`config.mk`:
```
export PLATFORM = sky130hd
export DESIGN_NAME = mesh_ej_arb
export DESIGN_NICKNAME = d
export VERILOG_FILES = /design/src/rtl/mesh_ej_arb.sv
export SDC_FILE = /design/constraint.sdc
export NUM_CORES = 1
export LEC_CHECK = 0
export ABC_AREA = 1
export ABC_CLOCK_PERIOD_IN_PS = 8109
export CAP_MARGIN = 15
export CORE_AREA = 2 2 388 390
export DETAILED_ROUTE_END_ITERATION = 12
export DIE_AREA = 0 0 390 392
export GPL_TIMING_DRIVEN = 0
export PLACE_DENSITY = 0.36
export SYNTH_ARGS = -nofsm -noshare
export SYNTH_HDL_FRONTEND = slang
export SYNTH_SLANG_ARGS = --single-unit
```
`constraint.sdc`:
```
create_clock -name clk -period 8.11 [get_ports clk]
set_input_delay 1.622 -clock clk [delete_from_list [all_inputs] [get_ports clk]]
set_output_delay 1.622 -clock clk [all_outputs]
set_load 0.1 [all_outputs]
```
`src/rtl/mesh_ej_arb.sv`:
```
// mesh_ej_arb: ejection-port arbiter for one mesh node.
// Merges NUM_REQ inbound line channels (0..6 = X line, 7..13 = Y line) into a single
// registered valid/ready ejection stage. Two QoS classes, a round-robin pointer per
// class, and per-channel age counters that promote a waiting low-QoS channel to the
// high class once its age reaches AGE_MAX.
//
// Ports:
//   clk       in   clock, rising edge
//   rst       in   asynchronous active-high reset
//   req_vld   in   [NUM_REQ]          per-channel valid
//   req_qos   in   [NUM_REQ]          per-channel QoS, 1 = high
//   req_pyld  in   [NUM_REQ*PYLD_W]   payloads, channel i at [i*PYLD_W +: PYLD_W]
//   req_rdy   out  [NUM_REQ]          per-channel ready, one-hot or zero
//   out_vld   out  1                  ejection valid (registered)
//   out_pyld  out  [PYLD_W]           ejection payload (registered)
//   out_idx   out  [clog2(NUM_REQ)]   source channel of the held packet (registered)
//   out_rdy   in   1                  ejection ready from the node
module mesh_ej_arb #(
  parameter int unsigned NUM_REQ = 14,
  parameter int unsigned PYLD_W  = 64,
  parameter int unsigned AGE_MAX = 15,
  parameter int unsigned AGE_W   = $clog2(AGE_MAX + 1)
) (
  input  logic                         clk,
  input  logic                         rst,
  input  logic [NUM_REQ-1:0]           req_vld,
  input  logic [NUM_REQ-1:0]           req_qos,
  input  logic [NUM_REQ*PYLD_W-1:0]    req_pyld,
  output logic [NUM_REQ-1:0]           req_rdy,
  output logic                         out_vld,
  output logic [PYLD_W-1:0]            out_pyld,
  output logic [$clog2(NUM_REQ)-1:0]   out_idx,
  input  logic                         out_rdy
);

  localparam int unsigned IdxW = $clog2(NUM_REQ);

  typedef enum logic {StEmpty, StFull} state_e;

  state_e              state_q, state_d;
  logic [PYLD_W-1:0]   pyld_q;
  logic [IdxW-1:0]     idx_q;
  logic [IdxW-1:0]     ptr_hi_q, ptr_lo_q;
  logic [AGE_W-1:0]    age_q [NUM_REQ];
  logic [AGE_W-1:0]    age_d [NUM_REQ];

  logic [NUM_REQ-1:0]  hi;
  logic                hi_any;
  logic                load;
  logic [NUM_REQ-1:0]  sel_mask;
  logic [IdxW-1:0]     sel_ptr;
  logic [IdxW-1:0]     gnt;
  logic [IdxW-1:0]     gnt_nxt;
  logic [PYLD_W-1:0]   gnt_pyld;

  // First set bit at index >= ptr, wrapping from NUM_REQ-1 back to 0.
  function automatic logic [IdxW-1:0] rr_pick(input logic [NUM_REQ-1:0] mask,
                                               input logic [IdxW-1:0]    ptr);
    logic [IdxW-1:0] pick;
    logic [IdxW-1:0] idx_n;
    logic            found;
    int unsigned     idx;
    pick  = '0;
    found = 1'b0;
    for (int unsigned k = 0; k < NUM_REQ; k++) begin
      idx = 32'(ptr) + k;
      if (idx >= NUM_REQ) idx = idx - NUM_REQ;
      idx_n = IdxW'(idx);
      if (!found && mask[idx_n]) begin
        found = 1'b1;
        pick  = idx_n;
      end
    end
    return pick;
  endfunction

  always_comb begin
    for (int i = 0; i < NUM_REQ; i++) begin
      hi[i] = req_vld[i] && (req_qos[i] || (age_q[i] == AGE_W'(AGE_MAX)));
    end
    hi_any   = |hi;
    // rst gates load so req_rdy stays low while reset is held.
    load     = !rst && (|req_vld) && ((state_q == StEmpty) || out_rdy);
    sel_mask = hi_any ? hi : req_vld;
    sel_ptr  = hi_any ? ptr_hi_q : ptr_lo_q;
    gnt      = rr_pick(sel_mask, sel_ptr);
    gnt_nxt  = (gnt == IdxW'(NUM_REQ - 1)) ? '0 : gnt + 1'b1;
    req_rdy  = load ? (NUM_REQ'(1) << gnt) : '0;
    gnt_pyld = '0;
    for (int i = 0; i < NUM_REQ; i++) begin
      if (gnt == IdxW'(i)) gnt_pyld = req_pyld[i*PYLD_W +: PYLD_W];
    end
  end

  // Ages clear on transfer or when the channel drops valid, otherwise saturate upward.
  always_comb begin
    for (int i = 0; i < NUM_REQ; i++) begin
      age_d[i] = age_q[i];
      if (!req_vld[i] || req_rdy[i]) begin
        age_d[i] = '0;
      end else if (age_q[i] != AGE_W'(AGE_MAX)) begin
        age_d[i] = age_q[i] + 1'b1;
      end
    end
  end

  always_comb begin
    state_d = state_q;
    unique case (state_q)
      StEmpty: if (load) state_d = StFull;
      StFull:  if (out_rdy) state_d = load ? StFull : StEmpty;
      default: state_d = StEmpty;
    endcase
  end

  always_ff @(posedge clk or posedge rst) begin
    if (rst) begin
      state_q  <= StEmpty;
      pyld_q   <= '0;
      idx_q    <= '0;
      ptr_hi_q <= '0;
      ptr_lo_q <= '0;
      for (int i = 0; i < NUM_REQ; i++) age_q[i] <= '0;
    end else begin
      state_q <= state_d;
      for (int i = 0; i < NUM_REQ; i++) age_q[i] <= age_d[i];
      if (load) begin
        pyld_q <= gnt_pyld;
        idx_q  <= gnt;
        // A promoted low-QoS winner belongs to the high class, so it advances ptr_hi.
        if (hi_any) ptr_hi_q <= gnt_nxt;
        else        ptr_lo_q <= gnt_nxt;
      end
    end
  end

  assign out_vld  = (state_q == StFull);
  assign out_pyld = pyld_q;
  assign out_idx  = idx_q;

endmodule

```
==> results of run 1 <==
area by class of cell:
cell class / count / area share
antenna: 35 / 0.00256
buffer: 168 / 0.0347
clock buffer: 18 / 0.0128
clock inverter: 14 / 0.00464
inverter: 401 / 0.0466
multi-input combinational: 2505 / 0.395
sequential: 133 / 0.0972
tap: 1944 / 0.0711
timing repair buffer: 1154 / 0.335
Yosys cell counts (2+ instances only):
| library cell | count | share of area |
|---|---|---|
| a21oi_1 | 59 | 0.016 |
| a31oi_1 | 66 | 0.023 |
| buf_1 | 9 | 0.0019 |
| buf_2 | 58 | 0.016 |
| buf_4 | 16 | 0.0066 |
| buf_6 | 24 | 0.015 |
| buf_8 | 2 | 0.0017 |
| clkbuf_1 | 60 | 0.012 |
| clkbuf_2 | 3 | 0.00083 |
| clkinv_1 | 12 | 0.0025 |
| dfrtp_1 | 133 | 0.18 |
| dlygate4sd1_1 | 2 | 0.00096 |
| dlygate4sd3_1 | 2 | 0.0011 |
| ha_1 | 36 | 0.025 |
| inv_1 | 356 | 0.074 |
| inv_2 | 32 | 0.0066 |
| nand2_1 | 1093 | 0.23 |
| nand2_2 | 32 | 0.011 |
| nand2_4 | 13 | 0.0081 |
| nand3_1 | 419 | 0.12 |
| nand3_2 | 17 | 0.0094 |
| nand3b_1 | 2 | 0.00083 |
| nand4_1 | 154 | 0.053 |
| nand4_4 | 4 | 0.0047 |
| nor2_1 | 219 | 0.045 |
| nor2_2 | 6 | 0.0021 |
| nor2_4 | 6 | 0.0037 |
| nor2_8 | 2 | 0.0022 |
| nor3_1 | 12 | 0.0033 |
| nor3_4 | 2 | 0.0018 |
| nor4_1 | 2 | 0.00069 |
| o211ai_1 | 10 | 0.0041 |
| o21a_1 | 3 | 0.0012 |
| o21ai_0 | 129 | 0.036 |
| o21ai_1 | 24 | 0.0066 |
| o21ai_2 | 8 | 0.0039 |
| o21ai_4 | 2 | 0.0018 |
| o31ai_1 | 2 | 0.00083 |
| or2_0 | 68 | 0.023 |
| or2_1 | 23 | 0.0079 |
| or2_2 | 41 | 0.014 |
| xnor2_1 | 19 | 0.0092 |
| xor2_1 | 20 | 0.0096 |
worst max-delay path: cells and delay by family:
family	cells	cell delay [ns]
and+or+nand+nor	22	2.63
buffers and inverters	12	1.53
adders and majority gates	2	0.48
AOI/OAI and AO/OA	1	0.23
metal layers:
layer / part of all wire / routed length, um / track usage / up-vias
li1: - / - / - / 12700
met5: 0.0020 / 354 / 0 / -
met1: 0.42 / 72800 / 0.273 / 12800
met4: 0.019 / 3340 / 0.0500 / 52
met2: 0.47 / 82500 / 0.369 / 1028
met3: 0.092 / 16100 / 0.0703 / 181
flip-flops by register name, summed over array words and instances, names as in the netlist:
register / flops
age_q: 56
ptr_hi_q: 4
out_vld: 1
out_idx: 4
ptr_lo_q: 4
out_pyld: 64
metrics by stage:
stage | hold WS [ns] | setup WS [ns] | cell area, um2 | utilization | cells
finish | 0.482 | -0.0717 | 34200 | 0.230 | 6372
global route | 0.500 | -0.358 | 34200 | 0.229 | 6348
CTS | 0.484 | -0.208 | 33400 | 0.224 | 6291
detailed placement | 0.464 | -4.45 | 30900 | 0.208 | 6174
global placement | 0.464 | -4.44 | 30800 | 0.207 | 6169
floorplan | 0.453 | 0.0446 | 18300 | - | 3216
kinds of logic (layout without fill, tap and decap cells):
logic type	Yosys count	in the layout	synth area share
AND/OR/NAND/NOR	2117	2117	0.534
flip-flops	133	133	0.183
buffers and inverters	578	1755	0.140
other	0	35	0
AO/OA/AOI/OAI	311	311	0.0971
adder cells (fa/ha/maj)	37	37	0.0259
XOR/XNOR	40	40	0.0197
final timing paths:
check                             from           end  slack (ns)  cells after the start
max                        req_vld[13]    req_rdy[5]       -0.07                     37
min                        out_pyld[1]   out_pyld[1]        0.48                      2
max reg2reg                  age_q[24]   out_pyld[1]        0.57                     49
min reg2reg                out_pyld[1]   out_pyld[1]        0.48                      2
max in group asynchronous          rst  out_pyld[29]        5.68                      3
min in group asynchronous          rst       out_vld        1.50                      2
timing repair:
action	CTS	global route
gates resized for setup	508	153
setup endpoints to repair	136	48
pin swaps	76	106
setup buffers	86	56
hold buffers	0	0
==> metrics.md, run 1 <==
| Metric | Value |
|---|---|
| RSZ-0062 raised after global routing | yes |
| H-tree levels | 4 |
| FILL cells | around 17,000 |
| Max-slew violations | 0 |
| Crit path top cell by count | nand2_4 |
| Vias in the first global route | ~26,000 |
| Die Area | roughly 0.15 mm2 |
| DR pass1 iterations | 6 |
| Minimum clock period | roughly 8 ns |
| Ys flop type | dfrtp_1 |
| Placer congestion estimate | 0.921 |
| Slew headroom | 0.195 |
| Register Area | 0.00333 mm2 |
| Largest net degree at the start of global routing | 83 |
| Endpoints failing hold | 0 |
| Layout cell share with drive strength beyond 1 | 0.158 |
| CP arrival | about 6.6 ns |
| Global-route wire length before repair | 228 mm |
| Core ar. | 0.149 mm2 |
| Clk sinks | around 130 |
| CTS Buffer Depth | 2 |
| Clk slew on worst S/H paths | 0.07 ns |
| Synthesized flop and latch total | 133 |
| Starting density of the core | 0.122 |
| Multi-input gate area | approximately 0.014 mm2 |
| Site row count | 142 |
| Initial antenna violation count | 102 |
| Yosys warning total | 0 |
| Total global-route track usage | 0.220 |
| Max Clk Rate | 0.122 GHz |
| # setup viols final | 10 |
| Nets | between 5,000 and 6,000 |
| Vias per cell | 4.20 |
| DRC | 0 |
| I/O Buffers | a little over 1,000 |
| WS Path Type | input pin to primary output |
| Clock Skew | 0.0299 ns |
| Worst hold path class | flop to flop |
| Asr flop ratio synth | 1.00 |
| Via Count | around 27,000 |
| Setup crit start kind | input pin |
| Mapped Cells | approximately 3,200 |
| Most common cell after layout, fill and taps aside | nand2_1 |
| Max-Cap Viols | 0 |
| Post-Syn Nets | 4,180 |
| CTS Buf Count | 17 |
| Syn_area_per_cell | between 5 and 6 um2 |
| Die Y-Extent | a little under 400 um |
| Synth unique cells | 57 |
| Clk_lat worst skew | 0.55 ns |
| Worst Path Max Fanout | 8 |
| DP HPWL | 148 mm |
| I/O pin cnt | 1,010 |
| CTS tree | yes |
| Largest stage delay on the critical path | about 0.32 ns |
| Sequential area share after synthesis | 0.183 |
| Sum of negative setup slack | -0.359 ns |
| Post-synth EDFFs | 0 |
| DRT iter0 DRCs | about 1,800 |
| Clock Root Buffer | clkbuf_16 |
| ANT nets after route | 0 |
| Die Wd | between 300 and 400 um |
| P&R area growth vs syn | 88.5% |
| Outcome | finished, violations left |
| Grt total ovfl | 0 |
| Final Cycle Share | 1.01 |
| Worst-margin pin slew | between 1 and 1.5 ns |
| Slowest stage cell, crit path | ha_4 |
| Mapped Area | ~0.018 mm2 |
| CP Data Required Time | between 6 and 7 ns |
| Worst Setup End Kind | primary output |
| Routed WL | approximately 180 mm |
| Violated checks | negative setup slack |
| DR WL/cell | approximately 27 um |
| Most frequent cells in the layout | 1,011 x nand2_1, 967 x clkdlybuf4s50_1, 388 x nand3_1, 324 x inv_1, 196 x nor2_1 |
| Post-route worst setup slack | -0.0717 ns |
Power of run 1 is left out: the tool's default activity adds up to more than one toggle a clock period on the data nets, which glitch-free logic cannot reach.
==> run 2: changes to the inputs <==
--- a/config.mk
+++ b/config.mk
@@ -9,10 +9,12 @@
 export ABC_CLOCK_PERIOD_IN_PS = 8109
 export CAP_MARGIN = 15
 export CORE_AREA = 2 2 388 390
+export CTS_BUF_LIST = sky130_fd_sc_hd__clkbuf_8 sky130_fd_sc_hd__clkbuf_16
 export DETAILED_ROUTE_END_ITERATION = 12
 export DIE_AREA = 0 0 390 392
 export GPL_TIMING_DRIVEN = 0
 export PLACE_DENSITY = 0.36
+export SLEW_MARGIN = 5
 export SYNTH_ARGS = -nofsm -noshare
 export SYNTH_HDL_FRONTEND = slang
 export SYNTH_SLANG_ARGS = --single-unit
==> results of run 2 <==
The final DEF is identical to that of run 1; final timing and power are the same.
Power of run 2 is left out for the same reason.
